## src/rtl/pulse_acq_pkg.sv

```systemverilog
// Shared types and defaults for the pulse-capture RAM sequencer.
package pulse_acq_pkg;

    localparam int unsigned DEPTH_DEF   = 512;
    localparam int unsigned AW_DEF      = 9;
    localparam int unsigned TIMEOUT_DEF = 20000;

    typedef enum logic [2:0] {
        IDLE,
        CAPTURE,
        RD_ISSUE,
        RD_WAIT,
        OUT,
        DONE_S
    } acq_state_e;

endpackage

```

## src/rtl/pulse_edge_det.sv

```systemverilog
// VALID falling-edge detector; captures {DATA1, DATA0} on each accepted event.
module pulse_edge_det (
    input  logic        CLOCK_10M,
    input  logic        RESET_N,
    input  logic        valid,
    input  logic        cap_en,
    input  logic [15:0] data0,
    input  logic [15:0] data1,
    output logic        sample_ev,
    output logic [31:0] sample_data
);

    logic valid_d;

    assign sample_ev = valid_d & ~valid;

    // sample_data is frozen outside capture so it can feed the read bypass
    always_ff @(posedge CLOCK_10M or negedge RESET_N) begin
        if (!RESET_N) begin
            valid_d     <= 1'b0;
            sample_data <= '0;
        end else begin
            valid_d <= valid;
            if (sample_ev && cap_en) begin
                sample_data <= {data1, data0};
            end
        end
    end

endmodule

```

## src/rtl/pulse_acq_ctrl.sv

```systemverilog
// Capture sequencer: packs sample pairs into the external RAM, then streams them out.
module pulse_acq_ctrl
    import pulse_acq_pkg::*;
#(
    parameter int unsigned DEPTH   = DEPTH_DEF,
    parameter int unsigned AW      = AW_DEF,
    parameter int unsigned TIMEOUT = TIMEOUT_DEF
) (
    input  logic          CLOCK_10M,
    input  logic          RESET_N,
    input  logic          START,
    input  logic          ABORT,
    input  logic [AW:0]   PULSE_NUM,
    input  logic [15:0]   DATA0,
    input  logic [15:0]   DATA1,
    input  logic          VALID,
    output logic          WR_EN,
    output logic [AW-1:0] WR_ADDR,
    output logic [31:0]   WR_DATA,
    output logic [AW-1:0] RD_ADDR,
    input  logic [31:0]   RAM_Q,
    output logic [31:0]   OUT_DATA,
    output logic          OUT_VALID,
    input  logic          OUT_READY,
    output logic          OUT_LAST,
    output logic          BUSY,
    output logic          DONE,
    output logic          TIMEOUT_ERR
);

    localparam int unsigned TW           = $clog2(TIMEOUT + 1);
    localparam logic [AW:0] DEPTH_N      = DEPTH[AW:0];
    localparam logic [AW:0] CNT_ONE      = {{AW{1'b0}}, 1'b1};
    localparam logic [TW-1:0] IDLE_ONE   = {{(TW-1){1'b0}}, 1'b1};
    localparam logic [TW-1:0] IDLE_LAST  = TW'(TIMEOUT - 1);

    acq_state_e    state_q;
    logic [AW:0]   n_q;
    logic [AW:0]   wcnt_q;
    logic [AW:0]   rcnt_q;
    logic [TW-1:0] idle_q;
    logic          wr_en_q;
    logic [AW-1:0] wr_addr_q;
    logic [31:0]   out_data_q;
    logic          out_valid_q;
    logic          out_last_q;
    logic          done_q;
    logic          terr_q;
    logic          byp_q;
    logic          sample_ev;
    logic [31:0]   sample_data;
    logic [AW:0]   wcnt_inc;

    assign wcnt_inc = wcnt_q + CNT_ONE;

    pulse_edge_det u_edge_det (
        .CLOCK_10M   (CLOCK_10M),
        .RESET_N     (RESET_N),
        .valid       (VALID),
        .cap_en      (state_q == CAPTURE),
        .data0       (DATA0),
        .data1       (DATA1),
        .sample_ev   (sample_ev),
        .sample_data (sample_data)
    );

    always_ff @(posedge CLOCK_10M or negedge RESET_N) begin
        if (!RESET_N) begin
            state_q     <= IDLE;
            n_q         <= '0;
            wcnt_q      <= '0;
            rcnt_q      <= '0;
            idle_q      <= '0;
            wr_en_q     <= 1'b0;
            wr_addr_q   <= '0;
            out_data_q  <= '0;
            out_valid_q <= 1'b0;
            out_last_q  <= 1'b0;
            done_q      <= 1'b0;
            terr_q      <= 1'b0;
            byp_q       <= 1'b0;
        end else begin
            wr_en_q <= 1'b0;
            done_q  <= 1'b0;
            if (ABORT) begin
                state_q     <= IDLE;
                out_valid_q <= 1'b0;
                out_last_q  <= 1'b0;
            end else begin
                unique case (state_q)
                    IDLE: begin
                        if (START) begin
                            n_q     <= (PULSE_NUM > DEPTH_N) ? DEPTH_N : PULSE_NUM;
                            wcnt_q  <= '0;
                            rcnt_q  <= '0;
                            idle_q  <= '0;
                            terr_q  <= 1'b0;
                            state_q <= (PULSE_NUM == '0) ? DONE_S : CAPTURE;
                        end
                    end
                    CAPTURE: begin
                        if (sample_ev) begin
                            wr_en_q   <= 1'b1;
                            wr_addr_q <= wcnt_q[AW-1:0];
                            wcnt_q    <= wcnt_inc;
                            idle_q    <= '0;
                            if (wcnt_inc == n_q) begin
                                state_q <= RD_ISSUE;
                            end
                        end else if (idle_q == IDLE_LAST) begin
                            terr_q  <= 1'b1;
                            state_q <= IDLE;
                        end else begin
                            idle_q <= idle_q + IDLE_ONE;
                        end
                    end
                    RD_ISSUE: begin
                        // Final write can land on the address being read; forward it.
                        byp_q   <= wr_en_q && (wr_addr_q == rcnt_q[AW-1:0]);
                        state_q <= RD_WAIT;
                    end
                    RD_WAIT: begin
                        out_data_q  <= byp_q ? sample_data : RAM_Q;
                        out_valid_q <= 1'b1;
                        out_last_q  <= (rcnt_q == n_q - CNT_ONE);
                        state_q     <= OUT;
                    end
                    OUT: begin
                        if (OUT_READY) begin
                            out_valid_q <= 1'b0;
                            out_last_q  <= 1'b0;
                            rcnt_q      <= rcnt_q + CNT_ONE;
                            state_q     <= out_last_q ? DONE_S : RD_ISSUE;
                        end
                    end
                    DONE_S: begin
                        done_q  <= 1'b1;
                        state_q <= IDLE;
                    end
                    default: state_q <= IDLE;
                endcase
            end
        end
    end

    assign WR_EN       = wr_en_q;
    assign WR_ADDR     = wr_addr_q;
    assign WR_DATA     = sample_data;
    assign RD_ADDR     = rcnt_q[AW-1:0];
    assign OUT_DATA    = out_data_q;
    assign OUT_VALID   = out_valid_q;
    assign OUT_LAST    = out_last_q;
    // Held through the DONE pulse so consumers never see idle before completion.
    assign BUSY        = (state_q != IDLE) | done_q;
    assign DONE        = done_q;
    assign TIMEOUT_ERR = terr_q;

endmodule

```

## config.mk

```make
export PLATFORM = sky130hd
export DESIGN_NAME = pulse_acq_ctrl
export DESIGN_NICKNAME = d
export VERILOG_FILES = /design/src/rtl/pulse_acq_pkg.sv /design/src/rtl/pulse_edge_det.sv /design/src/rtl/pulse_acq_ctrl.sv
export SDC_FILE = /design/constraint.sdc
export NUM_CORES = 1
export LEC_CHECK = 0
export CORE_MARGIN = 2
export CORE_UTILIZATION = 51
export CTS_BUF_LIST = sky130_fd_sc_hd__clkbuf_8
export CTS_CLUSTER_DIAMETER = 120
export DETAILED_ROUTE_END_ITERATION = 16
export PLACE_DENSITY_LB_ADDON = 0.2
export SLEW_MARGIN = 20
export SYNTH_ARGS = -nofsm -noshare
export SYNTH_HDL_FRONTEND = slang
export SYNTH_SLANG_ARGS = --single-unit
```

## constraint.sdc

```tcl
create_clock -name CLOCK_10M -period 3 [get_ports CLOCK_10M]
set_input_delay 0.6 -clock CLOCK_10M [delete_from_list [all_inputs] [get_ports CLOCK_10M]]
set_output_delay 0.6 -clock CLOCK_10M [all_outputs]
set_load 0.02 [all_outputs]
```

## After elaboration in Yosys (flattened, before gate mapping)

Index checks and enable logic that the tools add are counted.

| operators by class | value |
|---|---|
| $add $sub $neg | 4 |
| multiply operators | 0 |
| div/mod/pow operators | 0 |
| order comparisons | 1 |
| equality and inequality tests | 19 |
| shift operators | 0 |
| muxes and demuxes | 34 |
| bitwise operators | 4 |
| reduce and logical (&&, ||, !) cells | 18 |

Operators with widths:

| cell | number |
|---|---|
| 15-bit two-way mux | 3 |
| 10-bit two-way mux | 4 |
| 10-bit one-hot mux with 2 select lines | 2 |
| 32-bit two-way mux | 1 |
| 15-bit one-hot mux with 2 select lines | 1 |
| 3-bit two-way mux | 8 |
| 10-bit by 1-bit adder with 10-bit output (second input constant) | 2 |
| 10-bit == test | 2 |
| 4-bit AND reduction | 4 |
| 15-bit by 1-bit adder with 15-bit output (second input constant) | 1 |
| 15-bit == test (second input constant) | 1 |
| 3-bit one-hot mux with 5 select lines | 1 |
| 1-bit two-way mux | 11 |
| 10-bit > comparator (second input constant) | 1 |
| 10-bit zero test | 1 |
| 2-bit != test (second input constant) | 5 |
| 10-bit by 1-bit subtractor with 10-bit output (second input constant) | 1 |
| 9-bit == test | 1 |
| 3-bit != test (second input constant) | 3 |
| 4-bit != test (second input constant) | 2 |
| 3-bit by 2-bit == test with 1-bit output (second input constant) | 2 |
| 3-bit == test (second input constant) | 2 |
| 1-bit one-hot mux with 2 select lines | 3 |
| 2-bit AND reduction | 3 |
| 10 further kinds | 15 |

| word-level totals | value |
|---|---|
| flip-flop bits (word level) | 128 |
| bits in latches | 0 |
| memory bits (writable) | 0 |
| bits in read-only memories | 0 |
| input bits | 80 |
| output and inout port bits | 88 |
| memories | 0 |

## Logic depth before layout (Yosys ltp)

Gate-level depths: netlist (run 1).

| depth | value |
|---|---|
| depth in word-level cells | 6 |
| mapped depth | 9 |
| gate-level depth less buffers | 8 |

## By module

Synthesis (run 1) repeated with hierarchy kept, for this count alone.

| second synthesis, totals | value |
|---|---|
| cell total of the unflattened synthesis | 668 |
| area, all modules | 6707.7 sq um |

Modules (own cells, without submodules):

| module | times used | cells an instance | area each (sq um) | seq. area each (sq um) |
|---|---|---|---|---|
| pulse_acq_ctrl | 1 | 598 | 5348.9 | 2377.3 |
| pulse_edge_det | 1 | 70 | 1358.8 | 825.8 |

## Least setup slack after synthesis (run 1)

OpenSTA, ideal clock, no wires.

| path | value |
|---|---|
| path type | reg-to-reg |
| start point | register idle_q[12] |
| end point | register idle_q[9] |
| arrival | 2007 ps |
| data required time | 2890 ps |
| path slack | 883 ps |
| stages on the path, launching flop included | 8 |
| path buffers | 1 |
| period minus slack after synthesis | 2117 ps |
| path through | dfrtp_1 -> or4b_1 -> or4_4 -> o21a_1 -> o21ai_4 -> buf_6 -> o21ai_1 -> o41ai_1 |

| on the way | value |
|---|---|
| word-level cells in the longest chain between the ends | 3 |

Ends and longest elaborated chain:

| element | line | RTL |
|---|---|---|
| start: declaration | pulse_acq_ctrl.sv:41 | `logic [TW-1:0] idle_q;` |
| start signal: assignment | pulse_acq_ctrl.sv:114 | `idle_q <= idle_q + IDLE_ONE;` |
| 15-bit == test | pulse_acq_ctrl.sv:110 | `end else if (idle_q == IDLE_LAST) begin` |
| 3-bit != test (no line) | - |  |
| 4-bit AND reduction (no line) | - |  |

No other way between the ends.
A chain may end at the register's enable or synchronous reset.

## Worst setup path after layout (run 1)

| path | value |
|---|---|
| start point | register state_q[2] |
| end point | output BUSY |

| on the way | value |
|---|---|
| word-level cells in the longest chain between the ends | 2 |

Ends and longest elaborated chain:

| element | line | RTL |
|---|---|---|
| start: declaration | pulse_acq_ctrl.sv:37 | `acq_state_e state_q;` |
| start signal: assignment | pulse_acq_ctrl.sv:98 | `state_q <= (PULSE_NUM == '0) ? DONE_S : CAPTURE;` |
| start signal: assignment | pulse_acq_ctrl.sv:133 | `state_q <= out_last_q ? DONE_S : RD_ISSUE;` |
| 3-bit nonzero test | pulse_acq_ctrl.sv:154 | `assign BUSY = (state_q != IDLE) \| done_q;` |
| 1-bit OR | pulse_acq_ctrl.sv:154 |  |
| end: declaration | pulse_acq_ctrl.sv:26 | `output logic BUSY,` |

No other way between the ends.

==> results.cfg, run 1 <==
[floorplan]
die_h_um = 116
io_pins = 168
die_area_um2 = 13500
die_width_um = 116
num_rows = 40
core_um2 = 12200
start_util = 0.528

[cts]
cts_setup_buffers = 0
clkSinkCount = 128
ctsResizeCount = 0
root_buffer = clkbuf_8
clk_pin_slew_worst_paths_ns = 0.07
cts_hold_buf = 0
htreeDepth = 4
cts_buffers = 17
clock_latency_ns = 0.45
clockBufferDepth = 2
tritoncts = done

[timing]
rsz0062_at_grt = no
setup_viol = 0
skew_ns = 0.00924
layout_min_cycle_time_ns = 2.73
fmax_mhz = 367
tns_ns = 0
relSlewSlack = 0.355
fin_crit_sh = 0.909
setup_ws_ns = 0.272
slew_violations = 0
worst_pin_slew_ns = 0.967
holdWs_ns = 0.161
hold_viol = 0

[power]
swShare = 0.365
power_per_cell_area_nw_per_um2 = 882
power_leakage_uw = 0.00367
p_sw_uw = 2790
clkPwrFrac = 0.229
power_frac_seq = 0.359
p_int_uw = 4840
pwr-share-comb = 0.413
ir_drop_v = 0.000329

[grt]
grt_pass1_vias = 5447
grt_usage = 0.263
grt_overflow = 0
grt_start_max_net_pins = 65
grt_pass1_wl_um = 27400
antenna_found_initial = 0

[synth]
synthMuxAreaShare = 0.108
synthAdderAreaFrac = 0.00780
synth_flop_cell = dfrtp_1
yosysTopAreaCell = dfrtp_1
synth_nets = 734
syn_area_um2 = 6420
synth_compound_area_frac = 0.103
ys_types = 53
synth_seq_cells = 128
yosys.area.top_type_share = 0.499
async_flop_share = 1.00
ys_top_cells_by_area = dfrtp_1 50%, mux2_2 5.6%, mux2i_1 5.1%
synthSimpleGateAreaFrac = 0.181
synthCells = 650
synth-xor-area-share = 0.0628
syn_area_per_cell_um2 = 9.87
synth_edf_count = 0
yosys_warnings = 0
yosysSeqAreaShare = 0.499
synth_top_family_by_area = simple AND/OR/NAND/NOR gates

[setup_path]
start_kind = flop
worstPathRequired_ns = 2.40
cp.arrival_ns = 2.13
path_buf_inv = 1
slowest_stage = clkdlybuf4s50_1
critPathMaxFanout = 15
worstPathCellList = or4_1, clkdlybuf4s50_1
path_class = flop to output port
critPathTopFamily = buffers and inverters
max_stage_delay_ns = 0.59
endpoint_kind = output port

[finish]
layout_common_cells = 166 x clkdlybuf4s50_1, 127 x dfrtp_1, 88 x nand2_1
layout_commonest_cell = clkdlybuf4s50_1
drive_gt1_frac = 0.102
multiInputGateArea_um2 = 2970
diodes = 0
final_area_um2 = 8650
num-fill-cells = 927
seq_area_um2 = 3200
area_delta_synth_final_pct = 34.8
layout.nets = 888

[placed_design]
port_buffers = 167
place.gp.congestion = 0.887
pre_cts_ws_ns = 0.389
placed_area_um2 = 8180
place.detailed.hpwl_um = 12700

[route]
viasPerCell = 5.62
remaining_drc_errors = 0
drt_wl_total_um = 17400
wire_per_inst_um = 17.7
drt_pre_antenna_iters = 5
num_vias = 5536
route.antenna.remaining_nets = 0
drtIter0Drc = 524

[min_path]
min_path_type = input port to asynchronous set/reset pin

[job]
max_cap_violations = 0

[outcome]
outcome = completed
area by class of cell:
class	instances	area share
Tap cell	168	0.0243
Clock inverter	11	0.0213
Multi-Input combinational cell	469	0.343
Clock buffer	21	0.0334
Timing Repair Buffer	177	0.203
Inverter	11	0.00477
Sequential cell	128	0.370
per-layer routing:
layer / routed length [µm] / GRT usage / vias up / share of wire
met5: 0 / 0 / - / 0
met4: 329 / 0.0849 / 0 / 0.019
met3: 1490 / 0.0706 / 34 / 0.085
met2: 8490 / 0.452 / 236 / 0.49
met1: 7100 / 0.325 / 2694 / 0.41
li1: - / - / 2572 / -
Yosys cell counts (all sizes together), types with 5 or more instances:
cell type / n
o31ai: 11
nand3b: 9
nor4: 9
and2: 5
xnor2: 25
mux2: 32
mux2i: 33
buf: 25
a21oi: 45
clkbuf: 17
dfrtp: 128
inv: 10
nand4: 11
o21ai: 36
nand2: 88
nor2: 63
nor3: 10
xor2: 21
nand3: 19
and3: 8
flip-flops by register name, summed over array words and instances, names as in the netlist, 3 cells and up:
name / count
n_q: 10
idle_q: 15
state_q: 3
u_edge_det.sample_data: 32
wcnt_q: 10
rcnt_q: 10
OUT_DATA: 32
WR_ADDR: 9
power groups by stage:
stage | sequential (µW) | clock (µW) | combinational (µW)
6_report | 2740 | 1750 | 3150
3_5_place_dp | 2760 | 0 | 3140
4_1_cts | 2730 | 1760 | 3160
5_1_grt | 2810 | 1850 | 3400
2_1_floorplan | 3120 | 0 | 1370
3_3_place_gp | 2740 | 0 | 3070
kinds of logic after synthesis:
kind of cell | count (synthesis)
AO/OA/AOI/OAI | 111
multiplexers | 65
XOR/XNOR | 46
flip-flops | 128
AND/OR/NAND/NOR | 243
buffers and inverters | 53
adder cells (fa/ha/maj) | 4
stage by stage:
step / total power, µW / utilization / cells
floorplan: 4490 / - / 650
global placement: 5810 / 0.673 / 953
detailed placement: 5900 / 0.673 / 953
CTS: 7650 / 0.711 / 985
global route: 8050 / 0.711 / 985
finish: 7630 / 0.711 / 985
worst reg2reg max path: cells and delay by family, from the launching register on:
family | cells | cell delay [ns]
flip-flops | 1 | 0.43
AND/OR/NAND/NOR | 3 | 1.24
AO/OA/AOI/OAI | 2 | 0.73
worst paths after layout:
kind                                              end        from  cells after the start  slack, ns
max                                              BUSY  state_q[2]                      2       0.27
min                        u_edge_det.sample_data[21]     RESET_N                      1       0.16
max reg2reg                                state_q[0]   idle_q[7]                      5       0.50
min reg2reg                                idle_q[11]  idle_q[11]                      1       0.50
max in group asynchronous                   rcnt_q[5]     RESET_N                      2       2.09
min in group CLOCK_10M                     idle_q[11]  idle_q[11]                      1       0.50
No activity file was read; power rests on OpenSTA's default activity.
==> run 2: changes to the inputs <==
Settings changed: CORE_UTILIZATION 51 to 49, CTS_BUF_LIST sky130_fd_sc_hd__clkbuf_8 to sky130_fd_sc_hd__clkbuf_8 sky130_fd_sc_hd__clkbuf_16.
==> results.cfg, run 2 (same netlist as run 1, synthesis figures left out) <==
[setup_path]
regToRegSetupSlack_ns = 0.59
endpoint_kind = output port
start_kind = flop
regToRegStartpoint = idle_q[7]
path_class = flop to output port
r2r_end = state_q[0]
critPathMaxFanout = 15
cp.arrival_ns = 2.04
worstPathRequired_ns = 2.40
endpoint = BUSY
startpoint = state_q[2]
rr_worst_depth = 5

[power]
ir_drop_v = 0.000398
power_leakage_uw = 0.00374
power_per_cell_area_nw_per_um2 = 915

[route]
num_vias = 5480
drt_pre_antenna_iters = 6
route.antenna.remaining_nets = 0
viasPerCell = 5.54
drtIter0Drc = 343
wire_per_inst_um = 18.0
remaining_drc_errors = 0
drt_wl_total_um = 17800

[cts]
tritoncts = done
cts_buffers = 17
cts_hold_buf = 0
clockBufferDepth = 2
cts_setup_buffers = 0
ctsResizeCount = 0
clk_pin_slew_worst_paths_ns = 0.05
clkSinkCount = 128
clock_latency_ns = 0.41
htreeDepth = 4
root_buffer = clkbuf_16

[timing]
fmax_mhz = 379
layout_min_cycle_time_ns = 2.64
rsz0062_at_grt = no
skew_ns = 0.00535
relSlewSlack = 0.328
slew_violations = 0
tns_ns = 0
setup_viol = 0
worst_pin_slew_ns = 1.01
hold_viol = 0
fin_crit_sh = 0.880

[finish]
drive_gt1_frac = 0.100
instances_no_fill = 989
layout.nets = 888
layout_common_cells = 166 x clkdlybuf4s50_1, 127 x dfrtp_1, 88 x nand2_1
layout_commonest_cell = clkdlybuf4s50_1
diodes = 0
area_delta_synth_final_pct = 37.4

[grt]
grt_pass1_wl_um = 29500
grt_start_max_net_pins = 65
antenna_found_initial = 0
grt_pass1_vias = 5466
grt_overflow = 0
grt_usage = 0.265

[min_path]
min_path_type = input port to asynchronous set/reset pin

[placed_design]
place.detailed.hpwl_um = 13000
place.gp.congestion = 0.924
dp.cells = 957
port_buffers = 167

[floorplan]
core_um2 = 12700
die_h_um = 118
num_rows = 41
die_area_um2 = 14000
die_width_um = 118
start_util = 0.504
io_pins = 168

[outcome]
outcome = completed

[job]
max_cap_violations = 0
run 2: cell count changes in the layout (fill, tap and decap cells not counted), sizes merged:
| cell | before | now |
|---|---|---|
| bufinv | 5 | 4 |
| clkbuf | 21 | 19 |
| clkinv | 3 | 5 |
| clkinvlp | 1 | 2 |
run 2: report_power, final:
part	switching (µW)	internal [µW]	leakage, µW
combinational	1620	1540	0.00174
sequential	530	2240	0.00168
clock	721	1420	0.000313
run 2: worst min-delay path by stage:
stage,end,cells past startpoint,slack [ns],from
final,idle_q[3],1,0.17,RESET_N
after global routing,idle_q[2],1,0.21,RESET_N
after CTS,idle_q[3],1,0.18,RESET_N
after detailed placement,wcnt_q[9],1,0.50,wcnt_q[9]
after global placement,idle_q[11],1,0.49,idle_q[11]
after floorplan,DONE,0,0.30,RESET_N
run 2: area by class of cell:
type | instances | area, µm²
Inverter | 11 | 41.3
Multi-Input combinational cell | 469 | 2970
Tap cell | 172 | 215
Timing Repair Buffer | 177 | 1770
Clock inverter | 13 | 170
Clock buffer | 19 | 453
Fill cell | 985 | 3900
Sequential cell | 128 | 3200
run 2: per-stage QoR:
step	utilization	hold slack (ns)	worst slack, ns	total power (µW)	instance area [µm²]
floorplan	-	0.304	0.883	4490	6420
global placement	0.644	0.487	0.509	5830	8200
detailed placement	0.644	0.502	0.466	5940	8200
CTS	0.693	0.175	0.342	8110	8820
global route	0.693	0.206	0.254	8510	8820
finish	0.693	0.166	0.359	8070	8820
run 2: metal layers:
layer	vias to the layer above	routed length (µm)	global-route usage
li1	2566	-	-
met1	2674	7690	0.347
met2	215	8660	0.436
met3	25	1080	0.0613
met4	0	337	0.0893
met5	-	0	0
run 2: critical path, stage by stage, from the launching register on:
cell and delay (ns):
dfrtp_1 0.54, or4_1 0.52, clkdlybuf4s50_1 0.57
